**src/rtl/btn_conditioner.sv**
```systemverilog
// btn_conditioner: per-button 2-flop synchronizer and counter debouncer.
// Emits c/l/r as debounced levels and u/d as one-cycle pulses on debounced presses.
module btn_conditioner #(
  parameter int DEBOUNCE_CYCLES = 1000000,
  parameter int CNT_WIDTH       = 20
) (
  input  logic       clk,
  input  logic       rst,
  input  logic [4:0] btn_raw,
  output logic       btnc,
  output logic       btnl,
  output logic       btnr,
  output logic       btnu_pulse,
  output logic       btnd_pulse
);
  localparam logic [CNT_WIDTH-1:0] LAST = CNT_WIDTH'(DEBOUNCE_CYCLES - 1);
  logic [4:0]           r_s1, r_s2, r_stable;
  logic [CNT_WIDTH-1:0] r_cnt [5];
  logic                 r_up_pulse, r_dn_pulse;
  logic [4:0]           w_flip, w_agree;
  always_comb begin
    w_flip  = '0;
    w_agree = r_s2 ~^ r_stable;
    for (int i = 0; i < 5; i++) w_flip[i] = !w_agree[i] && r_cnt[i] == LAST;
  end
  // A pulse is raised only on the 0->1 flip, so release and long holds stay silent.
  always_ff @(posedge clk or posedge rst) begin
    if (rst) begin
      r_s1       <= '0;
      r_s2       <= '0;
      r_stable   <= '0;
      r_up_pulse <= 1'b0;
      r_dn_pulse <= 1'b0;
      for (int i = 0; i < 5; i++) r_cnt[i] <= '0;
    end else begin
      r_s1       <= btn_raw;
      r_s2       <= r_s1;
      r_stable   <= r_stable ^ w_flip;
      r_up_pulse <= w_flip[2] & r_s2[2];
      r_dn_pulse <= w_flip[4] & r_s2[4];
      for (int i = 0; i < 5; i++) r_cnt[i] <= (w_agree[i] || w_flip[i]) ? '0 : r_cnt[i] + CNT_WIDTH'(1);
    end
  end
  assign btnc       = r_stable[0];
  assign btnl       = r_stable[1];
  assign btnr       = r_stable[3];
  assign btnu_pulse = r_up_pulse;
  assign btnd_pulse = r_dn_pulse;
endmodule

```
**config.mk**
```make
export PLATFORM = sky130hd
export DESIGN_NAME = btn_conditioner
export DESIGN_NICKNAME = d
export VERILOG_FILES = /design/src/rtl/btn_conditioner.sv
export SDC_FILE = /design/constraint.sdc
export NUM_CORES = 1
export LEC_CHECK = 0
export CELL_PAD_IN_SITES_DETAIL_PLACEMENT = 0
export CELL_PAD_IN_SITES_GLOBAL_PLACEMENT = 2
export CORE_MARGIN = 4
export CORE_UTILIZATION = 43
export CTS_BUF_LIST = sky130_fd_sc_hd__clkbuf_8
export DETAILED_ROUTE_END_ITERATION = 7
export DONT_BUFFER_PORTS = 1
export PLACE_DENSITY = 0.86
export RECOVER_POWER = 100
export SLEW_MARGIN = 5
export SYNTH_ARGS = -nofsm -noshare
export SYNTH_HDL_FRONTEND = slang
export SYNTH_SLANG_ARGS = --single-unit
```
**constraint.sdc**
```tcl
create_clock -name clk -period 3.8 [get_ports clk]
set_input_delay 0.19 -clock clk [delete_from_list [all_inputs] [get_ports clk]]
set_output_delay 0.19 -clock clk [all_outputs]
set_load 0.01 [all_outputs]
```
==> impl_metrics.tcl <==
set metrics [dict create \
    status "complete, but fails checks" \
    failed_checks "capacitance limit, slew limit" \
    seq_area_um2 2930 \
    nets 585 \
    synth_flop_cell "dfrtp_1" \
    setup_viol 0 \
    slew_violations 43 \
    worstSetupEndpointType "register" \
    synth_edf_count 0 \
    cts_tree "yes" \
    criticalPathCategory "reg2reg" \
    rsz0062_at_grt "false" \
    ys_warn_count 0 \
    synth-seq-cells 117 \
    layout_min_cycle_time_ns 2.72 \
    fmax_ghz 0.368 \
    num_vias 4021 \
    cts_buffers 17 \
    fp.coreArea_um2 12600 \
    synth.most_common_cell "dfrtp_1" \
    start_util_pct 43.9 \
    multiInputGateArea_um2 2450 \
    ant_nets 0 \
    syn_nets 568 \
    grt_pass1_vias 3992 \
    firstDrtPassIters 4 \
    cp.arrival_ns 2.99 \
    post_cts_resized 0 \
    setup_tns_ns 0 \
    skew_ns 0.0113 \
    yosysSeqAreaShare_pct 52.8 \
    holdCritPathClass "in2reg" \
    cap_violations 1 \
    cts_buffer_depth 2 \
    whs_ns 0.299 \
    area_growth_pct 11.7 \
    antenna_cells 0 \
    grt_max_degree 43 \
    track_usage_pct 15.7 \
    worst_ep_required_time_ns 4.07 \
    fp.dieH_um 122 \
    instances_no_fill 758 \
    pre_cts_slack_ns 1.59 \
    placedCellCount 720 \
    num-fill-cells 1207 \
    antenna_found_initial 0 \
    gp_congestion 0.763 \
    h-tree-depth 4 \
    cts.root.buffer_cell "clkbuf_8" \
    cts.sinks 117 \
    worst_slew_pin_slew_ns 1.86 \
    cts.clk_slew.worst_paths_ns 0.07 \
    synthCells 556 \
    final_hold_viol_count 0 \
    dieArea_um2 14800 \
    cpMaxStageDelayCell "o21ai_1" \
    viasPerCell 5.30 \
    ios 12 \
    overflow 0 \
    netlist_area_um2 5550 \
    crit_path_cell_trace "ha_1 > nand3_1 > or4_1 > o21ai_1 > nor2_1" \
    synthTopCellsByArea "dfrtp_1 53%, xnor2_1 7.1%, nor2_1 6.2%, xor2_1 4.1%, nand3_1 3.3%" \
    crit_path_max_fanout 18 \
    wl_um 10300 \
    dr.first_iter.drc_count 244 \
    synth_top_area_share_pct 52.8 \
    rows 41 \
    synthTopCellsByCount "117 x dfrtp_1, 91 x nor2_1, 45 x xnor2_1, 37 x nand3_1, 26 x xor2_1" \
    max_stage_delay_ns 0.93 \
    finalCritPeriodShare_pct 71.6 \
    path_delay_family "simple AND/OR/NAND/NOR gates" \
    clock_latency_ns 0.44 \
    dpl.hpwl_um 6850 \
    synth_top_cell_by_area "dfrtp_1" \
    layout_setup_ws_ns 1.08 \
    worst_ir_drop_vdd_mv 0.313 \
    drc 0 \
    grt_pass1_wl_um 18700 \
    wl_per_cell_um 13.6 \
    synth.distinct_cells 41 \
    layout-drive-gt1-share_pct 8.53 \
    io_buffer_count 0 \
    synth.avg_cell_area_um2 9.97 \
    fp.dieW_um 122 \
    worst_setup_path_start_kind "register" \
    leakagePower_nw 2.43 \
    cp_num_buf_inv 0 \
    max-slew-margin-rel_pct -25.0 \
    async_flop_share_pct 100 \
    power_density_nw_per_um2 415 \
]
placed cells by master, fill, tap and decap left out, types with 18 or more instances in the layout:
master	n
a21oi_1	20
dfrtp_1	117
inv_1	24
nand2_1	23
nand3_1	37
nand4_1	25
nor2_1	91
nor3_1	18
nor4_1	19
xnor2_1	45
xor2_1	26
cell type report:
| type | count | share of cell area, % |
|---|---|---|
| Inverter | 24 | 1.47 |
| Sequential cell | 117 | 47.3 |
| Tap cell | 172 | 3.47 |
| Clock buffer | 17 | 3.78 |
| Clock inverter | 15 | 3.05 |
| Timing Repair Buffer | 12 | 1.37 |
| Multi-Input combinational cell | 401 | 39.6 |
per-layer routing:
layer  track usage, %  vias to the layer above  wire length [um]
li1                 -                     1991                 -
met1             20.4                     1970              5010
met2             24.9                       48              4860
met3             5.06                       12               328
met4             5.39                        0               124
met5                0                        -                 0
sequential cells by signal (all words and copies together), names as in the netlist, named ones only:
signal,count
r_s2,5
btnd_pulse,1
btnu_pulse,1
r_s1,5
r_cnt,100
final timing paths:
check | from | to | slack (ns) | cells past startpoint
min reg2reg | r_s1[3] | r_s2[3] | 0.35 | 0
min | btn_raw[4] | r_s1[4] | 0.30 | 1
min in group asynchronous | rst | r_cnt[57] | 0.67 | 2
max in group asynchronous | rst | r_cnt[23] | 1.43 | 3
max reg2reg | r_cnt[20] | r_cnt[35] | 1.08 | 5
max | r_cnt[20] | r_cnt[35] | 1.08 | 5
cells by family (layout without fill, tap and decap cells):
kind of cell	count (synthesis)	after routing	synth area share, %
simple gates	266	266	25.1
compound gates	51	51	5.48
mux	8	8	1.53
fa+ha+maj	5	5	1.13
buf+inv	38	68	2.73
xor+xnor	71	71	11.2
flops	117	117	52.8
metrics by stage:
step	cell area (um^2)	util, %	total power [mW]
final	6190	49.1	2.57
after global routing	6190	49.1	2.69
after CTS	6230	49.4	2.62
after detailed placement	5750	45.6	1.38
after global placement	5750	45.6	1.38
after floorplan	5550	-	1.36
power by group:
part | internal [mW] | switching, mW | leakage [nW] | total [mW]
clock network | 0.706 | 0.510 | 0.212 | 1.22
registers | 1.26 | 0.0163 | 1.60 | 1.28
logic | 0.0201 | 0.0535 | 0.615 | 0.0736
repair_timing:
item,in CTS,in global routing
endpoints found under the hold margin,45,0
hold buffers,6,0
setup buffers,0,0
No activity file was read; power rests on OpenSTA's default activity.
